**src/rtl/fp_add_pkg.sv**
```systemverilog
// Shared widths, FSM encoding and result payload for the FP-add alignment stage.
package fp_add_pkg;

    localparam int unsigned EXP_W  = 8;
    localparam int unsigned MANT_W = 28;
    localparam int unsigned AMT_W  = 4;

    typedef enum logic [1:0] {
        IDLE  = 2'd0,
        SHIFT = 2'd1,
        DONE  = 2'd2
    } state_e;

    typedef struct packed {
        logic              comp;
        logic [EXP_W-1:0]  exp_v;
        logic [MANT_W-1:0] mant;
        logic [MANT_W-1:0] aligned;
    } align_result_t;

endpackage

```
**src/rtl/sticky_rshift.sv**
```systemverilog
// Right shift by 0..8 with every shifted-out bit OR-merged into bit 0.
module sticky_rshift
    import fp_add_pkg::*;
(
    input  logic [MANT_W-1:0] data_i,
    input  logic [AMT_W-1:0]  amt_i,
    output logic [MANT_W-1:0] data_c_o
);

    logic [MANT_W-1:0] lost_mask;
    logic              lost;

    always_comb begin
        lost_mask = (MANT_W'(1) << amt_i) - MANT_W'(1);
        lost      = |(data_i & lost_mask);
        data_c_o  = data_i >> amt_i;
        data_c_o[0] = data_c_o[0] | lost | data_i[0];
    end

endmodule

```
**src/rtl/align_sequencer.sv**
```systemverilog
// Exponent compare and multi-cycle sticky alignment of the smaller mantissa.
module align_sequencer
    import fp_add_pkg::*;
#(
    parameter int unsigned SHIFT_STEP = 4
) (
    input  logic              clk,
    input  logic              rst_n,
    input  logic              in_valid,
    output logic              in_ready,
    input  logic [EXP_W-1:0]  exp_A,
    input  logic [EXP_W-1:0]  exp_B,
    input  logic [MANT_W-1:0] mantis_A,
    input  logic [MANT_W-1:0] mantis_B,
    output logic              out_valid,
    input  logic              out_ready,
    output logic              comp_code,
    output logic [EXP_W-1:0]  exp_out,
    output logic [MANT_W-1:0] mantis_out,
    output logic [MANT_W-1:0] mantis_aligned
);

    localparam logic [EXP_W-1:0] STEP_E    = EXP_W'(SHIFT_STEP);
    localparam logic [EXP_W-1:0] FLUSH_LIM = EXP_W'(MANT_W);

    state_e            state_q, state_d;
    logic [EXP_W-1:0]  rem_q, rem_d;
    align_result_t     res_q, res_d;
    logic              in_ready_q, in_ready_d;
    logic              out_valid_q, out_valid_d;

    logic              a_ge_b;
    logic [EXP_W-1:0]  diff;
    logic [MANT_W-1:0] small_mant;
    logic [AMT_W-1:0]  amt;
    logic [MANT_W-1:0] shifted_c;

    // Operand compare; ties favour A.
    always_comb begin
        a_ge_b     = (exp_A >= exp_B);
        diff       = a_ge_b ? (exp_A - exp_B) : (exp_B - exp_A);
        small_mant = a_ge_b ? mantis_B : mantis_A;
        amt        = (rem_q < STEP_E) ? AMT_W'(rem_q) : AMT_W'(STEP_E);
    end

    sticky_rshift u_sticky_rshift (
        .data_i   (res_q.aligned),
        .amt_i    (amt),
        .data_c_o (shifted_c)
    );

    always_comb begin
        state_d = state_q;
        rem_d   = rem_q;
        res_d   = res_q;
        case (state_q)
            IDLE: begin
                if (in_valid) begin
                    res_d.comp    = a_ge_b;
                    res_d.exp_v   = a_ge_b ? exp_A : exp_B;
                    res_d.mant    = a_ge_b ? mantis_A : mantis_B;
                    res_d.aligned = small_mant;
                    rem_d         = diff;
                    if (diff == '0) begin
                        state_d = DONE;
                    end else if (diff >= FLUSH_LIM) begin
                        // Everything shifts out: only the sticky survives.
                        res_d.aligned = {{(MANT_W-1){1'b0}}, |small_mant};
                        state_d       = DONE;
                    end else begin
                        state_d = SHIFT;
                    end
                end
            end
            SHIFT: begin
                res_d.aligned = shifted_c;
                rem_d         = rem_q - EXP_W'(amt);
                if (rem_d == '0) begin
                    state_d = DONE;
                end
            end
            DONE: begin
                if (out_ready) begin
                    state_d = IDLE;
                end
            end
            default: state_d = IDLE;
        endcase
        in_ready_d  = (state_d == IDLE);
        out_valid_d = (state_d == DONE);
    end

    always_ff @(posedge clk or negedge rst_n) begin
        if (!rst_n) begin
            state_q     <= IDLE;
            rem_q       <= '0;
            res_q       <= '0;
            in_ready_q  <= 1'b1;
            out_valid_q <= 1'b0;
        end else begin
            state_q     <= state_d;
            rem_q       <= rem_d;
            res_q       <= res_d;
            in_ready_q  <= in_ready_d;
            out_valid_q <= out_valid_d;
        end
    end

    assign in_ready       = in_ready_q;
    assign out_valid      = out_valid_q;
    assign comp_code      = res_q.comp;
    assign exp_out        = res_q.exp_v;
    assign mantis_out     = res_q.mant;
    assign mantis_aligned = res_q.aligned;

endmodule

```
**config.mk**
```make
export PLATFORM = sky130hd
export DESIGN_NAME = align_sequencer
export DESIGN_NICKNAME = d
export VERILOG_FILES = /design/src/rtl/fp_add_pkg.sv /design/src/rtl/sticky_rshift.sv /design/src/rtl/align_sequencer.sv
export SDC_FILE = /design/constraint.sdc
export NUM_CORES = 1
export LEC_CHECK = 0
export BUFFER_PORTS_ARGS = -buffer_cell sky130_fd_sc_hd__buf_2
export CORE_MARGIN = 2
export CORE_UTILIZATION = 37
export DETAILED_ROUTE_END_ITERATION = 10
export PLACE_DENSITY = 0.62
export SYNTH_ARGS = -nofsm -noshare
export SYNTH_HDL_FRONTEND = slang
export SYNTH_HIERARCHICAL = 1
export SYNTH_SLANG_ARGS = --single-unit
```
**constraint.sdc**
```tcl
create_clock -name clk -period 6.45 [get_ports clk]
set_clock_uncertainty 0.05 [all_clocks]
set_input_delay 0.3225 -clock clk [delete_from_list [all_inputs] [get_ports clk]]
set_output_delay 0.3225 -clock clk [all_outputs]
set_load 0.05 [all_outputs]
```
==> impl_metrics.yaml, run 1 <==
outcome:
  outcome: "completed"
placement:
  place_congestion: 0.927
  io_buffers: 142
  place.detailed.hpwl_um: 14700
finish:
  layout_common_cells: "buf_2 (141), mux2i_1 (90), nand2_1 (89)"
  final_common_cell: "buf_2"
  nets: 954
  utilization_pct: 44.8
  drive_gt1_share_pct: 22.6
  area_delta_synth_final_pct: 17.9
clock_network:
  cts_tree: "built"
  post_cts_resized: 0
  cts_buffers: 9
  cts_htree_levels: 3
  clk_latency_ns: 0.34
  clock_sinks: 77
  cts.clk_slew.worst_paths_ns: 0.06
  clockBufferDepth: 2
  cts_root_buf: "clkbuf_16"
worst_setup_path:
  arrival_ns: 4.39
  cpMostUsedCell: "a222oi_1"
  crit_required_ns: 6.59
  cp.buffers_inverters: 0
  reg2reg_depth: 13
  critPathTopFamily: "simple AND/OR/NAND/NOR gates"
  startpoint_type: "flip-flop"
  worst_setup_path_end_kind: "flip-flop"
  setup.worst_path.class: "reg2reg"
  crit_path_max_incr_delay_ns: 0.83
  r2r-end: "mantis_aligned[0]"
  slowest_stage: "and2_2"
  path_cells: "nor3_1 -> and3_1 -> and2_2 -> nor2_2 -> nand3_1 -> ha_1 -> or2_1 -> o31ai_1 -> a222oi_1 -> o21ai_0 -> nand4bb_1 -> a222oi_1 -> o21ai_1"
  reg2reg_from: "rem_q[4]"
  cp_max_fo: 37
  r2r_slack_ns: 2.21
grt:
  gr-usage-met1_pct: 32.3
  grt_usage_pct: 21.6
  met3_usage_pct: 5.11
  grt_pass1_vias: 5583
  antenna_found_initial: 2
  grt_pass1_wl_um: 31000
  grt_max_degree: 81
  met2_usage_pct: 30.8
  grt_overflow: 0
  grt_busiest_layer: "met1"
sta:
  fmax_mhz: 236
  period_share_pct: 65.8
  relSlewSlack_pct: 31.1
  finalMaxSlewViolations: 0
  finalSetupTns_ns: 0
  hold_viol_final: 0
  period_minus_slack_ns: 4.24
  rsz0062_at_grt: "false"
  tightestPinTransition_ns: 1.03
  holdWs_ns: 0.238
  setup_viol: 0
logic_synthesis:
  synth_seq_area_share_pct: 30.6
  synth_top_family_by_area: "compound AO/OA/AOI/OAI gates"
  netlist_instances: 753
  synth-edff-count: 0
  muxShareOfSynthArea_pct: 16.3
  ys.flop_type: "dfrtp_1"
  synth_compound_area_share_pct: 25.0
  synth_simple_gate_area_share_pct: 17.3
  syn_area_mm2: 0.00630
  ys_ff_latch: 77
  async_reset_ff_share_pct: 100
  avgSynthCellArea_um2: 8.36
  synthXorXnorAreaFrac_pct: 0.536
  yosys.area.top_type: "dfrtp_1"
  synth_top_cell_area_share_pct: 30.2
  synth_cell_types: 80
  ys_warn_count: 6
  synth_adder_area_share_pct: 4.01
  synth.area.top_cells: "dfrtp_1 (30%), mux2i_1 (14%), o21ai_0 (5.5%)"
  syn_nets: 848
detailed_routing:
  ant_nets: 0
  vias: 6139
  remaining_drc_errors: 0
  routedWlPerCell_um: 18.2
  dr.first_iter.drc_count: 588
  viasPerCell: 5.66
  routed_wl_um: 19800
  drt_pre_antenna_iters: 9
pwr:
  p_sw_mw: 1.71
  p_total_mw: 3.27
  cellLeakagePower_nw: 3.53
  clockPowerShare_pct: 17.4
  p_per_area_mw_per_mm2: 441
  seqPwrFrac_pct: 27.6
  p_sw_share_pct: 52.3
  peakVddDrop_mv: 0.288
  power.internal_mw: 1.56
  combPwrFrac_pct: 55.1
hold_path:
  min-delay-start: "mantis_B[12]"
  hold_class: "in2reg"
  min_to: "mantis_aligned[12]"
  hold_path_depth: 3
run:
  drv_cap: 0
die:
  start_util_pct: 38.0
  ios: 143
  coreArea_mm2: 0.0166
  die-area_mm2: 0.0181
  fp.dieH_um: 134
  die_x_um: 134
  rows: 47
## final cells by class
class / count / area (um2)
clock inverters: 5 / 82.6
well taps: 220 / 275
clock buffers: 11 / 253
diodes: 1 / 2.50
fillers: 1706 / 9160
flip-flops and latches: 77 / 1930
inverters: 28 / 105
multi-input cells: 592 / 3990
repair buffers: 151 / 783
## synth_stat cells, drive strengths merged, types with 3 or more instances
| cell | count |
|---|---|
| o21ai | 94 |
| mux2i | 90 |
| nand2 | 89 |
| dfrtp | 76 |
| nor2 | 45 |
| a21oi | 44 |
| a22oi | 32 |
| buf | 32 |
| inv | 28 |
| clkbuf | 24 |
| nor3 | 21 |
| ha | 17 |
| nor4 | 13 |
| a31oi | 11 |
| nor2b | 10 |
| nand3 | 8 |
| a21o | 7 |
| and3 | 7 |
| nand4 | 7 |
| o22ai | 6 |
| a211oi | 5 |
| and2 | 5 |
| mux2 | 5 |
| a2111oi | 4 |
| o21a | 4 |
| o21bai | 4 |
| o31ai | 4 |
| or3 | 4 |
| or4 | 4 |
| a21boi | 3 |
| a222oi | 3 |
| and3b | 3 |
| mux4 | 3 |
| or2 | 3 |
## registers in the layout (all words and copies together) (netlist names)
signal and flops:
mantis_aligned 28, mantis_out 28, exp_out 8, rem_q 8, state_q 2, comp_code 1, in_ready 1, out_valid 1
## what timing repair did
item / CTS / global route
setup buffers: 0 / 0
endpoints found under the hold margin: 12 / 0
hold buffers: 1 / 0
## routing by layer
metal  vias up  wire length, um  share of wire [%]
li1       2988                -                  -
met1      2878             9490                 48
met2       247             8410                 42
met3        24             1560                7.9
met4         2              320                1.6
met5         -               14              0.071
## kinds of logic after synthesis
family | count (synthesis)
AOI/OAI and AO/OA | 245
and+or+nand+nor | 225
muxes | 98
buffers and inverters | 84
DFF | 77
adders and majority gates | 19
xor gates and xnor gates | 3
other | 2
## worst reg2reg max path: cells and delay by family (launching register included)
family	cells	cell delay [ns]
AO/OA/AOI/OAI	5	0.95
adder cells (fa/ha/maj)	1	0.36
flip-flops	1	0.45
AND/OR/NAND/NOR	7	2.27
## power by group through the flow
stage / Clock [mW] / Combinational (mW) / Sequential (mW)
floorplan: 0 / 0.791 / 1.44
detailed placement: 0 / 1.79 / 0.900
global route: 0.599 / 1.95 / 0.929
finish: 0.568 / 1.80 / 0.901
global placement: 0 / 1.79 / 0.904
CTS: 0.577 / 1.80 / 0.897
## per-stage QoR
step                instance area, um2  instances  setup WS (ns)
finish                            7420       1085           2.21
global route                      7420       1085           1.74
CTS                               7420       1084           2.28
detailed placement                7070       1067           2.29
global placement                  7070       1067           2.35
floorplan                         6300        753           2.86
## worst max-delay path by stage
| stage | slack [ns] | depth (start not counted) | end | start |
|---|---|---|---|---|
| 6_report | 2.21 | 13 | mantis_aligned[0] | rem_q[4] |
| 5_1_grt | 1.74 | 13 | mantis_aligned[0] | rem_q[4] |
| 3_3_place_gp | 2.35 | 13 | mantis_aligned[0] | rem_q[4] |
| 4_1_cts | 2.28 | 13 | mantis_aligned[0] | rem_q[4] |
| 2_1_floorplan | 2.86 | 19 | mantis_aligned[0] | rem_q[4] |
| 3_5_place_dp | 2.29 | 13 | mantis_aligned[0] | rem_q[4] |
Note: power is estimated with default switching activity, not from simulation.
==> inputs of run 2 (changes only) <==
--- a/config.mk
+++ b/config.mk
@@ -9,7 +9,7 @@
 export CORE_MARGIN = 2
 export CORE_UTILIZATION = 37
 export DETAILED_ROUTE_END_ITERATION = 10
-export PLACE_DENSITY = 0.62
+export PLACE_DENSITY = 0.64
 export SYNTH_ARGS = -nofsm -noshare
 export SYNTH_HDL_FRONTEND = slang
 export SYNTH_HIERARCHICAL = 1
==> constraint.sdc (replaced) <==
create_clock -name clk -period 3.7 [get_ports clk]
set_clock_uncertainty 0.05 [all_clocks]
set_input_delay 0.185 -clock clk [delete_from_list [all_inputs] [get_ports clk]]
set_output_delay 0.185 -clock clk [all_outputs]
set_load 0.05 [all_outputs]
==> impl_metrics.yaml, run 2 (synthesis gave the netlist of run 1 again) <==
worst_setup_path:
  startpoint_type: "flip-flop"
  crit_required_ns: 3.86
  path_cells: "nor3_1 -> and3_1 -> and2_1 -> buf_6 -> nor2_1 -> a22o_1 -> a2111oi_2 -> nand4_1 -> nand4bb_1 -> a222oi_1 -> o21ai_1"
  worst_setup_path_end_kind: "flip-flop"
  arrival_ns: 3.54
  r2r_slack_ns: 0.32
  cp_max_fo: 36
  slowest_stage: "dfrtp_1"
  r2r-end: "mantis_aligned[0]"
  reg2reg_depth: 11
  reg2reg_from: "rem_q[4]"
  setup.worst_path.class: "reg2reg"
  crit_path_max_incr_delay_ns: 0.46
finish:
  layout_common_cells: "buf_2 (141), mux2i_1 (90), nand2_1 (89)"
  nets: 959
  num-fill-cells: 1677
  drive_gt1_share_pct: 23.0
  area_delta_synth_final_pct: 18.3
  antenna_cells: 0
  final_cells: 1089
  final_common_cell: "buf_2"
die:
  rows: 47
  fp.dieH_um: 134
  ios: 143
  start_util_pct: 38.0
  die-area_mm2: 0.0181
  coreArea_mm2: 0.0166
  die_x_um: 134
clock_network:
  clk_latency_ns: 0.34
  clockBufferDepth: 2
  cts_root_buf: "clkbuf_16"
  cts_tree: "built"
  cts_htree_levels: 3
  cts_buffers: 9
  clock_sinks: 77
  post_cts_buffers: 0
  cts.clk_slew.worst_paths_ns: 0.06
sta:
  relSlewSlack_pct: 28.0
  finalSetupTns_ns: 0
  setup_viol: 0
  finalMaxSlewViolations: 0
  period_share_pct: 91.4
  fmax_mhz: 296
  period_minus_slack_ns: 3.38
  holdWs_ns: 0.106
  hold_viol_final: 0
  tightestPinTransition_ns: 1.08
  rsz0062_at_grt: "false"
detailed_routing:
  routedWlPerCell_um: 18.2
  viasPerCell: 5.73
  remaining_drc_errors: 0
  routed_wl_um: 19800
  dr.first_iter.drc_count: 576
  drt_pre_antenna_iters: 6
  vias: 6245
  ant_nets: 0
hold_path:
  hold_class: "in2reg"
  min_to: "mantis_out[0]"
  min-delay-start: "mantis_A[0]"
  hold_path_depth: 3
grt:
  grt_overflow: 0
  grt_pass1_vias: 5674
  grt_busiest_layer: "met1"
  grt_usage_pct: 21.4
  met2_usage_pct: 30.0
  gr-usage-met1_pct: 32.7
  met3_usage_pct: 3.79
  grt_max_degree: 78
  antenna_found_initial: 0
  grt_pass1_wl_um: 30900
outcome:
  outcome: "completed"
pwr:
  p_per_area_mw_per_mm2: 762
  peakVddDrop_mv: 0.465
  cellLeakagePower_nw: 3.55
run:
  drv_cap: 0
placement:
  place_congestion: 0.954
  placed_cells: 1072
  place.detailed.hpwl_um: 15000
  io_buffers: 142
run 2: cell count changes in the layout (fill, tap and decap cells not counted):
cell        delta
buf_12         +1
bufinv_16      -1
clkbuf_8       -1
diode_2        -1
clkinvlp_4     -1
clkinv_4       +2
inv_6          +1
buf_4          +3
buf_6          +1
run 2: cell type report:
| cell class | count | area, um2 | share of cell area [%] |
|---|---|---|---|
| repair buffers | 156 | 837 | 11.2 |
| inverters | 28 | 105 | 1.41 |
| clock inverters | 6 | 71.3 | 0.958 |
| well taps | 220 | 275 | 3.70 |
| flip-flops and latches | 77 | 1930 | 25.9 |
| clock buffers | 10 | 239 | 3.21 |
| multi-input cells | 592 | 3990 | 53.6 |
run 2: per-stage QoR:
stage,cell area (um2),util [%],power (mW),setup slack [ns]
floorplan,6300,-,3.88,0.107
global placement,7120,43.0,4.72,0.388
detailed placement,7120,43.0,4.74,0.302
CTS,7440,44.9,5.66,0.284
global route,7450,44.9,6.00,0.0769
finish,7450,44.9,5.67,0.318
run 2: routing by layer:
layer  part of all wire (%)  routed length, um
met1                     47               9420
met2                     42               8410
met3                    8.1               1600
met4                    2.0                401
met5                      0                  0
run 2: how the worst max path moves through the flow:
stage / startpoint / endpoint / slack, ns
2_1_floorplan: rem_q[4] / mantis_aligned[0] / 0.11
3_3_place_gp: rem_q[4] / mantis_aligned[0] / 0.39
3_5_place_dp: rem_q[4] / mantis_aligned[0] / 0.30
4_1_cts: rem_q[4] / mantis_aligned[0] / 0.28
5_1_grt: rem_q[4] / mantis_aligned[0] / 0.08
6_report: rem_q[4] / mantis_aligned[0] / 0.32
run 2: repair_timing:
item                       in CTS  in global routing
hold endpoints to repair        5                  0
resized for setup               0                  1
hold buffers                    1                  0
setup endpoints to repair       0                  1
run 2: power by group:
group          leakage (nW)  switching, mW  internal [mW]
clock                 0.145          0.368          0.545
combinational          2.42           2.26          0.908
sequential            0.986          0.390           1.20
total                  3.55           3.02           2.65
run 2: critical path: cells and delay by family, from the launching register on:
kind	cells	cell delay (ns)
simple gates	6	1.38
buf+inv	1	0.29
flops	1	0.46
compound gates	4	1.08
==> inputs of run 3 (changes only) <==
--- a/config.mk
+++ b/config.mk
@@ -9,7 +9,7 @@
 export CORE_MARGIN = 2
 export CORE_UTILIZATION = 37
 export DETAILED_ROUTE_END_ITERATION = 10
-export PLACE_DENSITY = 0.64
+export PLACE_DENSITY = 0.62
 export SYNTH_ARGS = -nofsm -noshare
 export SYNTH_HDL_FRONTEND = slang
 export SYNTH_HIERARCHICAL = 1
==> constraint.sdc (replaced) <==
create_clock -name clk -period 3.3 [get_ports clk]
set_clock_uncertainty 0.05 [all_clocks]
set_input_delay 0.165 -clock clk [delete_from_list [all_inputs] [get_ports clk]]
set_output_delay 0.165 -clock clk [all_outputs]
set_load 0.05 [all_outputs]
==> impl_metrics.yaml, run 3 (synthesis gave the netlist of run 1 again) <==
outcome:
  outcome: "completed"
sta:
  tightestPinTransition_ns: 0.940
  period_minus_slack_ns: 3.01
  hold_viol_final: 0
  relSlewSlack_pct: 37.3
  fmax_mhz: 332
  finalMaxSlewViolations: 0
  setup_viol: 0
  finalSetupTns_ns: 0
  rsz0062_at_grt: "false"
  period_share_pct: 91.3
finish:
  num-fill-cells: 1683
  drive_gt1_share_pct: 24.0
  final_common_cell: "buf_2"
  multi_input_area_mm2: 0.00401
  seq_area_mm2: 0.00193
  nets: 966
  antenna_cells: 0
  area_delta_synth_final_pct: 19.7
  layout_common_cells: "buf_2 (141), mux2i_1 (90), nand2_1 (89)"
worst_setup_path:
  path_cells: "nor2_1 -> and3_4 -> and2_2 -> buf_4 -> mux2_2 -> a22oi_1 -> a31oi_1 -> o21ai_0 -> o21ai_0 -> nand4bb_1 -> a222oi_1 -> o21ai_1"
  reg2reg_from: "rem_q[3]"
  critPathTopFamily: "compound AO/OA/AOI/OAI gates"
  reg2reg_depth: 12
  r2r_slack_ns: 0.29
  crit_path_max_incr_delay_ns: 0.44
  r2r-end: "mantis_aligned[0]"
  crit_required_ns: 3.46
  cp.buffers_inverters: 1
  arrival_ns: 3.17
  worst_setup_path_end_kind: "flip-flop"
  cp_max_fo: 15
  startpoint_type: "flip-flop"
  slowest_stage: "dfrtp_1"
  setup.worst_path.class: "reg2reg"
  cpMostUsedCell: "o21ai_0"
die:
  die_x_um: 134
  coreArea_mm2: 0.0166
  ios: 143
  die-area_mm2: 0.0181
  rows: 47
  start_util_pct: 38.0
  fp.dieH_um: 134
pwr:
  power.internal_mw: 3.12
  clockPowerShare_pct: 17.2
  p_sw_mw: 3.38
  peakVddDrop_mv: 0.560
  combPwrFrac_pct: 55.9
  cellLeakagePower_nw: 3.60
  seqPwrFrac_pct: 26.9
  p_total_mw: 6.51
  p_sw_share_pct: 52.0
  p_per_area_mw_per_mm2: 863
placement:
  place.detailed.hpwl_um: 15000
  place_congestion: 0.965
  io_buffers: 142
hold_path:
  hold_class: "in2reg"
  min-delay-start: "mantis_B[11]"
  min_to: "mantis_aligned[11]"
  hold_path_depth: 3
detailed_routing:
  vias: 6257
  routedWlPerCell_um: 18.2
  remaining_drc_errors: 0
  routed_wl_um: 19900
  viasPerCell: 5.71
  drt_pre_antenna_iters: 7
  dr.first_iter.drc_count: 581
  ant_nets: 0
clock_network:
  cts_root_buf: "clkbuf_16"
  cts_tree: "built"
  clk_latency_ns: 0.35
  cts_htree_levels: 3
  clock_sinks: 77
  post_cts_buffers: 0
  cts_buffers: 9
  clockBufferDepth: 2
  cts.clk_slew.worst_paths_ns: 0.06
grt:
  grt_max_degree: 71
  antenna_found_initial: 0
  grt_pass1_vias: 5829
  grt_usage_pct: 22.1
  grt_overflow: 0
  grt_pass1_wl_um: 31800
run:
  drv_cap: 0
==> run 3: what timing repair did <==
action | 4_1_cts | 5_1_grt
endpoints found under the hold margin | 68 | 0
resized for setup | 0 | 3
endpoints found under the setup margin | 0 | 1
hold buffers | 1 | 0
==> run 3: through the flow <==
step                utilization, %  setup WS, ns  cell area, um2  hold WS (ns)  std cells
global route                  45.4        0.0250            7540        0.0983       1095
floorplan                        -       0.00563            6310        -0.181        753
detailed placement            43.3        0.0945            7180         0.321       1079
global placement              43.3         0.239            7180         0.317       1079
finish                        45.4         0.288            7540        0.0870       1095
CTS                           45.4         0.197            7530        0.0735       1095
==> run 3: layer usage <==
layer | vias up | part of all wire, % | global-route usage, %
met5 | - | 0 | 0
met4 | 0 | 2.1 | 6.49
met3 | 43 | 8.2 | 5.59
met2 | 278 | 43 | 31.2
met1 | 2919 | 47 | 33.2
li1 | 3017 | - | -
==> run 3: worst max-delay path by stage <==
| stage | endpoint | cells after the start | startpoint | slack, ns |
|---|---|---|---|---|
| finish | mantis_aligned[0] | 12 | rem_q[3] | 0.29 |
| CTS | mantis_aligned[0] | 13 | rem_q[3] | 0.20 |
| detailed placement | mantis_aligned[2] | 12 | exp_A[0] | 0.09 |
| global route | mantis_aligned[0] | 14 | rem_q[3] | 0.02 |
| floorplan | mantis_aligned[0] | 19 | rem_q[4] | 0.006 |
| global placement | mantis_aligned[5] | 12 | exp_A[0] | 0.24 |
==> run 3: layout make-up <==
type / instances / area share, %
multi-input cells: 592 / 53.2
flip-flops and latches: 77 / 25.6
repair buffers: 163 / 11.8
well taps: 220 / 3.65
clock buffers: 12 / 3.54
inverters: 28 / 1.39
clock inverters: 3 / 0.897
==> run 3: tightest hold or removal path, delay by kind of cell <==
kind	cells	cell delay (ns)
muxes	1	0.06
AOI/OAI and AO/OA	1	0.11
buffers and inverters	1	0.10
==> run 3: power groups by stage <==
| stage | Clock (mW) | Combinational (mW) | Sequential, mW |
|---|---|---|---|
| floorplan | 0 | 1.55 | 2.81 |
| global placement | 0 | 3.59 | 1.75 |
| detailed placement | 0 | 3.61 | 1.74 |
| CTS | 1.14 | 3.62 | 1.74 |
| global route | 1.19 | 3.93 | 1.81 |
| finish | 1.12 | 3.64 | 1.75 |
